### config.mk
export PLATFORM = sky130hd
export DESIGN_NAME = edge_packer
export DESIGN_NICKNAME = d
export VERILOG_FILES = /design/src/rtl/edge_pkg.sv /design/src/rtl/edge_packer_bit_packer.sv /design/src/rtl/edge_packer.sv
export SDC_FILE = /design/constraint.sdc
export NUM_CORES = 1
export LEC_CHECK = 0
export ABC_CLOCK_PERIOD_IN_PS = 4000
export CAP_MARGIN = 25
export CORE_MARGIN = 2
export CORE_UTILIZATION = 54
export DETAILED_ROUTE_END_ITERATION = 8
export PLACE_DENSITY = 0.88
export SYNTH_ARGS = -nofsm -noshare
export SYNTH_HDL_FRONTEND = slang
export SYNTH_HIERARCHICAL = 1
export SYNTH_SLANG_ARGS = --single-unit
### constraint.sdc
create_clock -name clk_i -period 4 [get_ports clk_i]
set_input_delay 0.8 -clock clk_i [delete_from_list [all_inputs] [get_ports clk_i]]
set_output_delay 0.8 -clock clk_i [all_outputs]
set_load 0.03 [all_outputs]
### src/rtl/edge_pkg.sv
// Shared types and helpers for the edge flag packer.
// Default geometry, counter typedefs and the overflow-free magnitude function.
package edge_pkg;

    localparam int LINEWIDTH_PX = 16;
    localparam int FRAME_HEIGHT = 16;
    localparam int IN_WIDTH     = 32;
    localparam int OUT_WIDTH    = 8;

    typedef logic [$clog2(LINEWIDTH_PX)-1:0] col_t;
    typedef logic [$clog2(FRAME_HEIGHT)-1:0] row_t;
    typedef logic [$clog2(OUT_WIDTH)-1:0]    bitcnt_t;

    // One extra bit so the most negative input maps to +2^(IN_WIDTH-1).
    function automatic logic [IN_WIDTH:0] abs_mag(
        input logic signed [IN_WIDTH-1:0] v
    );
        logic [IN_WIDTH:0] ext;
        ext = {v[IN_WIDTH-1], v};
        return v[IN_WIDTH-1] ? (~ext + 1'b1) : ext;
    endfunction

endpackage

### src/rtl/edge_packer_bit_packer.sv
// Packs flags LSB-first into words and holds them in an elastic output register.
// Ports: flag_i/push_i add a bit, flush_i forces out a partial word, last_i tags it;
// valid_o/ready_i/data_o/last_o is the word stream, ready_o gates upstream accepts.
module bit_packer #(
    parameter int out_width_p = 8
) (
    input  logic                   clk_i,
    input  logic                   reset_i,
    input  logic                   flag_i,
    input  logic                   push_i,
    input  logic                   flush_i,
    input  logic                   last_i,
    output logic                   ready_o,
    output logic                   valid_o,
    input  logic                   ready_i,
    output logic [out_width_p-1:0] data_o,
    output logic                   last_o
);

    localparam int BW = $clog2(out_width_p);

    logic [BW-1:0]          bitcnt_q;
    logic [out_width_p-1:0] shreg_q;
    logic [out_width_p-1:0] word;
    logic                   full;
    logic                   emit;

    always_comb begin
        word = shreg_q;
        if (push_i) begin
            word[bitcnt_q] = flag_i;
        end
    end

    // A full word on the frame's last beat is a single emit tagged last.
    assign full    = push_i && (bitcnt_q == BW'(out_width_p - 1));
    assign emit    = full || (flush_i && (push_i || (bitcnt_q != '0)));
    assign ready_o = ~valid_o | ready_i;

    always_ff @(posedge clk_i or posedge reset_i) begin
        if (reset_i) begin
            bitcnt_q <= '0;
            shreg_q  <= '0;
            valid_o  <= 1'b0;
            data_o   <= '0;
            last_o   <= 1'b0;
        end else begin
            if (emit) begin
                bitcnt_q <= '0;
                shreg_q  <= '0;
            end else if (push_i) begin
                bitcnt_q <= bitcnt_q + 1'b1;
                shreg_q  <= word;
            end

            if (emit) begin
                valid_o <= 1'b1;
                data_o  <= word;
                last_o  <= last_i;
            end else if (ready_i) begin
                valid_o <= 1'b0;
            end
        end
    end

endmodule

### src/rtl/edge_packer.sv
// Turns the raster stream of convolution results into packed edge-flag words.
// Ports: valid_i/ready_o/data_i result stream, threshold_i magnitude limit,
// valid_o/ready_i/data_o/last_o packed word stream (last_o marks end of frame).
module edge_packer
    import edge_pkg::*;
#(
    parameter int linewidth_px_p = 16,
    parameter int frame_height_p = 16,
    parameter int in_width_p     = IN_WIDTH,
    parameter int out_width_p    = 8
) (
    input  logic                   clk_i,
    input  logic                   reset_i,
    input  logic                   valid_i,
    output logic                   ready_o,
    input  logic [in_width_p-1:0]  data_i,
    input  logic [in_width_p-1:0]  threshold_i,
    output logic                   valid_o,
    input  logic                   ready_i,
    output logic [out_width_p-1:0] data_o,
    output logic                   last_o
);

    localparam int CW = $clog2(linewidth_px_p);
    localparam int RW = $clog2(frame_height_p);

    logic [CW-1:0]       col_q;
    logic [RW-1:0]       row_q;
    logic                accept;
    logic                col_end;
    logic                row_end;
    logic                eof;
    logic                keep;
    logic [in_width_p:0] mag;
    logic                flag;

    assign accept  = valid_i & ready_o;
    assign col_end = (col_q == CW'(linewidth_px_p - 1));
    assign row_end = (row_q == RW'(frame_height_p - 1));
    assign eof     = col_end & row_end;

    // The first two rows and columns are window warm-up results.
    assign keep = (row_q >= RW'(2)) && (col_q >= CW'(2));

    assign mag  = abs_mag(data_i);
    assign flag = (mag >= {1'b0, threshold_i});

    always_ff @(posedge clk_i or posedge reset_i) begin
        if (reset_i) begin
            col_q <= '0;
            row_q <= '0;
        end else if (accept) begin
            if (col_end) begin
                col_q <= '0;
                row_q <= row_end ? '0 : row_q + 1'b1;
            end else begin
                col_q <= col_q + 1'b1;
            end
        end
    end

    bit_packer #(
        .out_width_p(out_width_p)
    ) u_packer (
        .clk_i   (clk_i),
        .reset_i (reset_i),
        .flag_i  (flag),
        .push_i  (accept & keep),
        .flush_i (accept & eof),
        .last_i  (eof),
        .ready_o (ready_o),
        .valid_o (valid_o),
        .ready_i (ready_i),
        .data_o  (data_o),
        .last_o  (last_o)
    );

endmodule

## Word-level counts from Yosys, hierarchy flattened

Index checks and enable logic that the tools add are counted.

| word-level totals | value |
|---|---|
| bits in registers | 29 |
| output and inout bits | 11 |
| logic and storage cells | 49 |

| cells by class | value |
|---|---|
| bitwise logic cells | 7 |
| muxes and demuxes | 13 |
| magnitude comparators | 5 |
| equality and inequality tests | 3 |
| reductions and logical operators | 10 |
| add/subtract/negate cells | 4 |

Operators by type and width:

| cell | count |
|---|---|
| $add 33x1->33 const B | 1 |
| $ge 33x32->1 | 1 |
| $mux 33 | 1 |
| $not 33->33 | 1 |
| $mux 8 | 3 |
| $add 4x1->4 const B | 2 |
| $bwmux 8 | 1 |
| $eq 4x4->1 const B | 2 |
| $ge 4x2->1 const B | 2 |
| $mux 4 | 2 |
| $mux 3 | 2 |
| $and 1x1->1 | 4 |
| $logic_and 1x1->1 | 4 |
| $lt 3x4->1 const B | 1 |
| $reduce_bool 2->1 | 2 |
| $add 3x1->3 const B | 1 |
| $demux 1 s3 | 1 |
| $eq 3x3->1 const B | 1 |
| $ge 3x1->1 const B | 1 |
| $mux 1 | 3 |
| $reduce_bool 3->1 | 1 |
| $logic_or 1x1->1 | 2 |
| $reduce_and 2->1 | 1 |
| $not 1->1 | 1 |
| $or 1x1->1 | 1 |

## Longest topological paths before layout

Gate-level depths: netlist (run 1).

| depth | value |
|---|---|
| depth in word-level cells | 8 |
| gate-level depth with buffers | 17 |
| depth with buffers taken out | 16 |

## By module

The synthesis (run 1) kept the hierarchy.

Modules (own cells, without submodules):

| module | seq. area each (µm²) | cells each | area an instance (µm²) | times used |
|---|---|---|---|---|
| edge_packer | 200.2 | 253 | 1883.1 | 1 |
| bit_packer | 525.5 | 87 | 1072.3 | 1 |

## Worst setup path after synthesis (run 1)

No wires, ideal clock.

| timing path | value |
|---|---|
| path kind | input -> register |
| start | input data_i[8] |
| end | register u_packer.data_o[7] |
| arrival | 4014 ps |
| path slack | -140 ps |
| library setup time | 125 ps |
| stages | 16 |
| data required time | 3875 ps |
| cells stage by stage | or4_1 or2_2 nor3_2 nand2_1 o31ai_1 xnor2_1 ha_1 a21o_1 a21o_1 a21oi_1 o21ai_0 o31ai_1 a31oi_1 clkbuf_1 mux2_2 mux2_4 |

| on the way | value |
|---|---|
| cells in the longest elaborated chain, start to end | 6 |

Ends and longest elaborated chain:

| what | RTL line | source |
|---|---|---|
| start, declared | edge_packer.sv:16 | `input logic [in_width_p-1:0] data_i,` |
| $not 33->33 | edge_pkg.sv:20 | `return v[IN_WIDTH-1] ? (~ext + 1'b1) : ext;` |
| $add 33x1->33 | edge_pkg.sv:20 |  |
| $mux 33 (*) | edge_pkg.sv:20 |  |
| $ge 33x32->1 (*) | edge_packer.sv:46 | `assign flag = (mag >= {1'b0, threshold_i});` |
| net flag | edge_packer.sv:35 | `logic flag;` |
| $bwmux 8 (*) | edge_packer_bit_packer.sv:31 | `word[bitcnt_q] = flag_i;` |
| $mux 8 (*) | edge_packer_bit_packer.sv:30 | `if (push_i) begin` |
| end signal, assigned | edge_packer_bit_packer.sv:58 | `data_o <= word;` |
| end, declared | edge_packer_bit_packer.sv:16 | `output logic [out_width_p-1:0] data_o,` |

The timed path passes the listed nets; every way through them passes the cells marked *.
A chain may end at the register's enable or synchronous reset.

## Worst setup path after layout (run 1)

| timing path | value |
|---|---|
| start | input data_i[19] |
| end | register u_packer.data_o[7] |

Same word-level chain as after synthesis.

==> results of run 1 <==
-- power breakdown --
group | internal, W | total (W) | switching (W)
Combinational | 0.000403 | 0.000844 | 0.000441
Sequential | 0.000399 | 0.000537 | 0.000138
Clock | 0.000203 | 0.000313 | 0.000111
-- registers in the layout (all words and copies together) (netlist names) --
register           count
u_packer/data_o        8
u_packer/shreg_q       8
col_q                  4
row_q                  4
u_packer/bitcnt_q      3
u_packer/last_o        1
u_packer/valid_o       1
-- worst max-delay path by stage --
stage,start,to,slack (ns),depth (start not counted)
floorplan,data_i[8],u_packer/data_o[7],-0.02,16
global placement,data_i[8],u_packer/data_o[7],-0.56,16
detailed placement,data_i[8],u_packer/data_o[7],-0.72,16
CTS,data_i[7],u_packer/data_o[7],-0.03,16
global route,data_i[4],u_packer/data_o[7],-0.41,17
finish,data_i[19],u_packer/data_o[7],-0.33,15
-- cells in the mapped netlist, drive strengths merged, types with 2 or more instances --
master   instances
inv             48
ha              40
nand2           32
xnor2           31
dfrtp           29
o21ai           21
mux2i           14
o31ai           13
a21oi           12
nor2            12
buf              7
nor3             7
o2bb2ai          7
nand2b           6
nor4             6
or4              6
a21o             4
a22o             4
nand4            4
nand4b           4
a31oi            3
and4bb           3
clkbuf           3
mux2             3
nand3            3
or2              3
and4             2
nor2b            2
o41ai            2
or3              2
xor2             2
-- per-layer routing --
metal	share of wire	vias up	routed length (µm)	track usage
met4	0.046	0	417	0.118
met1	0.37	1488	3410	0.325
met5	0	-	0	0
met3	0.056	41	513	0.0477
li1	-	1438	-	-
met2	0.53	157	4810	0.560
-- layout make-up --
class                      instances  area, µm²  area share
clock buffer                       7       86.3      0.0193
clock inverter                     1       30.0     0.00670
inverter                          48        180      0.0402
multi-input combinational        253       2250       0.501
sequential                        29        726       0.162
tap                               70       87.6      0.0195
timing repair buffer             121       1130       0.251
-- what timing repair did --
| action | CTS | global route |
|---|---|---|
| hold endpoints to repair | 0 | 0 |
| setup buffers | 5 | 2 |
| resized for setup | 51 | 32 |
| setup endpoints to repair | 16 | 16 |
| pin swaps | 27 | 27 |
-- cells by family after synthesis --
logic type,after synthesis,synth area share
and+or+nand+nor,94,0.187
AOI/OAI and AO/OA,69,0.155
buffers and inverters,58,0.0838
adders and majority gates,40,0.169
xor gates and xnor gates,33,0.0978
DFF,29,0.246
muxes,17,0.0614
-- per-stage QoR --
stage               setup WS [ns]  utilization  setup TNS (ns)
floorplan                 -0.0185            -         -0.0185
detailed placement         -0.715        0.777          -10.77
finish                     -0.331        0.862           -4.45
global route               -0.409        0.862           -5.87
CTS                       -0.0299        0.829         -0.0950
global placement           -0.559        0.777           -7.68
-- layout by cell type (no fill, tap or decap), types with 6 or more instances in the layout --
cell / netlist / layout
sky130_fd_sc_hd__a21oi_1: 12 / 11
sky130_fd_sc_hd__o31ai_1: 13 / 6
sky130_fd_sc_hd__inv_1: 48 / 46
sky130_fd_sc_hd__o21ai_0: 21 / 16
sky130_fd_sc_hd__nor2_1: 11 / 11
sky130_fd_sc_hd__dfrtp_1: 29 / 29
sky130_fd_sc_hd__clkdlybuf4s50_1: 0 / 67
sky130_fd_sc_hd__ha_1: 40 / 39
sky130_fd_sc_hd__nand2_1: 32 / 28
sky130_fd_sc_hd__mux2i_1: 14 / 8
sky130_fd_sc_hd__buf_4: 1 / 40
sky130_fd_sc_hd__xnor2_1: 31 / 31
sky130_fd_sc_hd__o31ai_4: 0 / 7
sky130_fd_sc_hd__clkbuf_8: 0 / 6
==> flow_summary.json, run 1 <==
{
  "status": "finished with violations",
  "violations": "setup timing",
  "syn_area_mm2": 0.00296,
  "power_density_mw_per_mm2": 378,
  "rsz_0062_raised_after_global_routing": "true",
  "slew_of_the_pin_with_the_lowest_slew_margin_ns": 1.05,
  "share_of_the_clock_period_used_by_the_worst_path_after_layout": 1.08,
  "place.detailed.hpwl_mm": 6.06,
  "hold_path_depth": 1,
  "number_of_cells_produced_by_synthesis": 340,
  "cts.htree.levels": 2,
  "clkSlewWorstSetupHoldPaths_ns": 0.06,
  "postSynth.asyncResetShare": 1.00,
  "n_fill_cell": 270,
  "tritoncts": "done",
  "path_class": "primary input to register",
  "library_cell_with_the_largest_summed_area_after_synthesis": "sky130_fd_sc_hd__dfrtp_1",
  "cts-root-to-sink-buffers": 2,
  "synth.yosys.seq_area_share": 0.246,
  "layoutNonFillerInstCount": 529,
  "antenna_violating_nets_left": 0,
  "slew_violations": 0,
  "crit_path_max_delay_cell_type": "sky130_fd_sc_hd__or4_4",
  "fmax_mhz": 231,
  "period_minus_slack_ns": 4.33,
  "critical_path.cell_chain": "clkdlybuf4s15_1, or4_4, or4_4, buf_4, o31ai_4, xnor2_1, ha_1, nand4_1, nor2_1, a22o_1, o31ai_1, a31oi_1, buf_4, mux2_4, mux2_4",
  "gpl_wtd_cong": 0.917,
  "power.static_leakage_nw": 2.06,
  "worst-path-max-fanout": 3,
  "critPathTopFamily": "simple AND/OR/NAND/NOR gates",
  "post_dp_cell_area_mm2": 0.00405,
  "synth_flop_cell": "sky130_fd_sc_hd__dfrtp_1",
  "post_synth.cell_area_avg_um2": 8.69,
  "port_buffers": 78,
  "die_width_um": 78.0,
  "finalSetupViolCount": 16,
  "rr_startpoint": "col_q[1]",
  "final.hold.worst_slack_ns": 0.506,
  "worst_ir_drop_vdd_mv": 0.305,
  "design.portCount": 79,
  "end_kind": "register",
  "antenna-diode-count": 0,
  "setup_ws_post_layout_ns": -0.331,
  "synth_cell_types": 47,
  "post_drt_wl_per_cell_um": 17.3,
  "syn_nets": 448,
  "post-route-drc-count": 0,
  "grt.total_usage": 0.296,
  "hold_path_end": "u_packer/data_o[7]",
  "max_cap_viol_count": 0,
  "fp.coreArea_mm2": 0.00520,
  "die-area_mm2": 0.00608,
  "cts_hold_buffers": 0,
  "finish.net_count": 566,
  "post_synth_edffs": 0,
  "dr_iter_0_viols": 183,
  "die_h_um": 78.0,
  "numClockSinks": 29,
  "critical_path_arrival_ns": 4.50,
  "global_route.overflow_total": 0,
  "wirelength_mm": 9.15,
  "initial_core_utilization": 0.568,
  "cts_inserted_buffers": 5,
  "hp-start": "u_packer/data_o[7]",
  "timing.critical_path.buf_inv": 3,
  "floorplan.rows": 26,
  "grt_first_pass_wirelength_mm": 14.6,
  "final_cell_area_mm2": 0.00448,
  "maxSlewHeadroom": 0.299,
  "placedCellCount": 514,
  "first_pass_iters": 4,
  "synthTopCellsByArea": "sky130_fd_sc_hd__dfrtp_1 (25%), sky130_fd_sc_hd__ha_1 (17%), sky130_fd_sc_hd__xnor2_1 (9.2%)",
  "via_to_cell_ratio": 5.91,
  "fin_worst_skew_ns": 0.00515,
  "ys_warnings": 6,
  "area_growth_syn_to_layout_pct": 51.7,
  "layout_cell_share_with_drive_strength_beyond_1": 0.229,
  "clk_root_buffer_cell": "sky130_fd_sc_hd__clkbuf_8",
  "worst-r2r-cell-count": 6,
  "report.final.hold_viol_count": 0,
  "reg2reg_slack_ns": 1.36,
  "startpoint_type": "primary input",
  "number_of_antenna_violations_at_the_first_check_in_global_routing": 0,
  "critPathRequiredTime_ns": 4.16,
  "grt_max_degree": 32,
  "dr_total_vias": 3124,
  "fin_total_pwr_w": 0.00169,
  "grt_pass1_vias": 3291,
  "min_path_type": "register to register",
  "clock_latency_ns": 0.28,
  "fraction_of_synthesized_cell_area_taken_by_the_top_area_cell_type": 0.246,
  "postSynthRegisterBits": 29,
  "rr_endpoint": "u_packer/last_o",
  "critical_path_s_largest_stage_delay_ns": 0.52
}
Power figures use the tool's default switching activity.
==> inputs of run 2 (changes only) <==
- CORE_MARGIN: 2 -> unset
- CTS_CLUSTER_SIZE: unset -> 16
- PLACE_DENSITY: 0.88 -> 0.9
==> flow_summary.json, run 2 (synthesis results as in run 1) <==
{
  "worst-path-max-fanout": 7,
  "status": "finished with violations",
  "share_of_the_clock_period_used_by_the_worst_path_after_layout": 1.08,
  "die_width_um": 76.0,
  "layout_cell_share_with_drive_strength_beyond_1": 0.239,
  "place.detailed.hpwl_mm": 6.15,
  "cts_inserted_buffers": 5,
  "gpl_wtd_cong": 0.961,
  "clk_root_buffer_cell": "sky130_fd_sc_hd__clkbuf_8",
  "rsz_0062_raised_after_global_routing": "true",
  "grt_max_degree": 32,
  "n_fill_cell": 262,
  "cts_hold_buffers": 0,
  "cts.htree.levels": 2,
  "antenna_violating_nets_left": 0,
  "min_path_type": "register to register",
  "die_h_um": 76.0,
  "grt_first_pass_wirelength_mm": 13.8,
  "postLayoutCoreUtil": 0.849,
  "dr_total_vias": 3131,
  "layout_commonest_cell": "sky130_fd_sc_hd__clkdlybuf4s50_1",
  "layoutNonFillerInstCount": 534,
  "post_drt_wl_per_cell_um": 17.8,
  "report.final.hold_viol_count": 0,
  "global_route.overflow_total": 0,
  "fp.coreArea_mm2": 0.00520,
  "end_kind": "register",
  "cts-root-to-sink-buffers": 2,
  "worst_ir_drop_vdd_mv": 0.391,
  "max_cap_viol_count": 0,
  "area_growth_syn_to_layout_pct": 49.5,
  "reg2reg_slack_ns": 1.48,
  "rr_startpoint": "col_q[1]",
  "fin_total_pwr_w": 0.00157,
  "fin_worst_skew_ns": 0.00767,
  "grt.total_usage": 0.297,
  "violations": "setup timing",
  "slew_of_the_pin_with_the_lowest_slew_margin_ns": 0.919,
  "path_class": "primary input to register",
  "crit_end": "u_packer/data_o[5]",
  "first_pass_iters": 4,
  "rr_endpoint": "u_packer/data_o[7]",
  "dr_iter_0_viols": 167,
  "mostFrequentLayoutCells": "sky130_fd_sc_hd__clkdlybuf4s50_1 (66), sky130_fd_sc_hd__inv_1 (47), sky130_fd_sc_hd__buf_4 (44), sky130_fd_sc_hd__ha_1 (38), sky130_fd_sc_hd__xnor2_1 (31)",
  "critical_path_arrival_ns": 4.53,
  "slew_violations": 0,
  "grt_pass1_vias": 3199,
  "wirelength_mm": 9.50,
  "tritoncts": "done",
  "summed_negative_setup_slack_over_all_endpoints_ns": -4.71,
  "maxSlewHeadroom": 0.387,
  "numClockSinks": 29,
  "finalSetupViolCount": 16,
  "port_buffers": 78,
  "via_to_cell_ratio": 5.86,
  "worst-r2r-cell-count": 6,
  "floorplan.rows": 26,
  "fmax_mhz": 231,
  "critPathRequiredTime_ns": 4.20,
  "initial_core_utilization": 0.568,
  "top_regs": "u_packer/data_o x8, u_packer/shreg_q x8",
  "place_ws_ns": -0.772,
  "multi_input_comb_area_mm2": 0.00219,
  "seqCellArea_um2": 726,
  "placedCellCount": 514,
  "period_minus_slack_ns": 4.33,
  "finish.net_count": 571,
  "clock_latency_ns": 0.29,
  "clkSlewWorstSetupHoldPaths_ns": 0.06,
  "setup_ws_post_layout_ns": -0.332,
  "hp-start": "col_q[3]",
  "power_density_mw_per_mm2": 356,
  "power.static_leakage_nw": 2.02,
  "die-area_mm2": 0.00577,
  "startpoint_type": "primary input",
  "cp-startpoint": "data_i[17]",
  "antenna-diode-count": 0,
  "number_of_antenna_violations_at_the_first_check_in_global_routing": 0,
  "design.portCount": 79,
  "post-route-drc-count": 0
}
## run 2: worst min-delay path by stage
stage                                to  slack, ns  cells after the start
CTS                 u_packer/shreg_q[6]       0.50                      1
global route        u_packer/shreg_q[4]       0.53                      1
floorplan           u_packer/shreg_q[0]       0.46                      1
global placement    u_packer/shreg_q[0]       0.47                      1
finish                         col_q[3]       0.51                      1
detailed placement  u_packer/shreg_q[4]       0.48                      1
## run 2: area by class of cell
type | count | area share
clock inverter | 2 | 0.00227
clock buffer | 6 | 0.0164
inverter | 48 | 0.0408
sequential | 29 | 0.164
timing repair buffer | 126 | 0.261
multi-input combinational | 253 | 0.495
tap | 70 | 0.0198
## run 2: timing repair
action,in CTS,in global routing
gates resized for setup,54,28
pin swaps,30,19
buffers inserted,5,7
endpoints found under the hold margin,0,0
gates cloned,0,0
endpoints found under the setup margin,16,16
## run 2: power by group
group          leakage [nW]  switching [W]  total, W  internal [W]
clock network        0.0450       0.000111  0.000232      0.000120
registers             0.374       0.000122  0.000522      0.000400
logic                  1.61       0.000427  0.000821      0.000394
total                  2.02       0.000661   0.00157      0.000914
## run 2: critical path, cell delays in order
cell and delay (ns):
sky130_fd_sc_hd__buf_6 0.09, sky130_fd_sc_hd__or4_4 0.53, sky130_fd_sc_hd__or4_4 0.46, sky130_fd_sc_hd__buf_6 0.15, sky130_fd_sc_hd__nor3_2 0.15, sky130_fd_sc_hd__nand2_1 0.14
sky130_fd_sc_hd__nand2_1 0.10, sky130_fd_sc_hd__xnor2_1 0.06, sky130_fd_sc_hd__ha_1 0.32, sky130_fd_sc_hd__nand4_1 0.21, sky130_fd_sc_hd__nor4_2 0.38, sky130_fd_sc_hd__nand2_1 0.13
sky130_fd_sc_hd__a31oi_2 0.19, sky130_fd_sc_hd__o31ai_2 0.10, sky130_fd_sc_hd__a31oi_1 0.22, sky130_fd_sc_hd__buf_4 0.23, sky130_fd_sc_hd__mux2i_4 0.09, sky130_fd_sc_hd__mux2i_1 0.17
## run 2: layer usage
| layer | track usage | vias to the layer above | wire length [µm] |
|---|---|---|---|
| met4 | 0.194 | 0 | 619 |
| met5 | 0 | - | 0 |
| met3 | 0.0563 | 54 | 535 |
| li1 | - | 1444 | - |
| met1 | 0.295 | 1480 | 3460 |
| met2 | 0.561 | 153 | 4880 |
## run 2: through the flow
step	hold WS [ns]	cell area [µm²]
floorplan	0.455	2960
global placement	0.470	4050
detailed placement	0.475	4050
CTS	0.502	4270
global route	0.529	4420
finish	0.513	4420
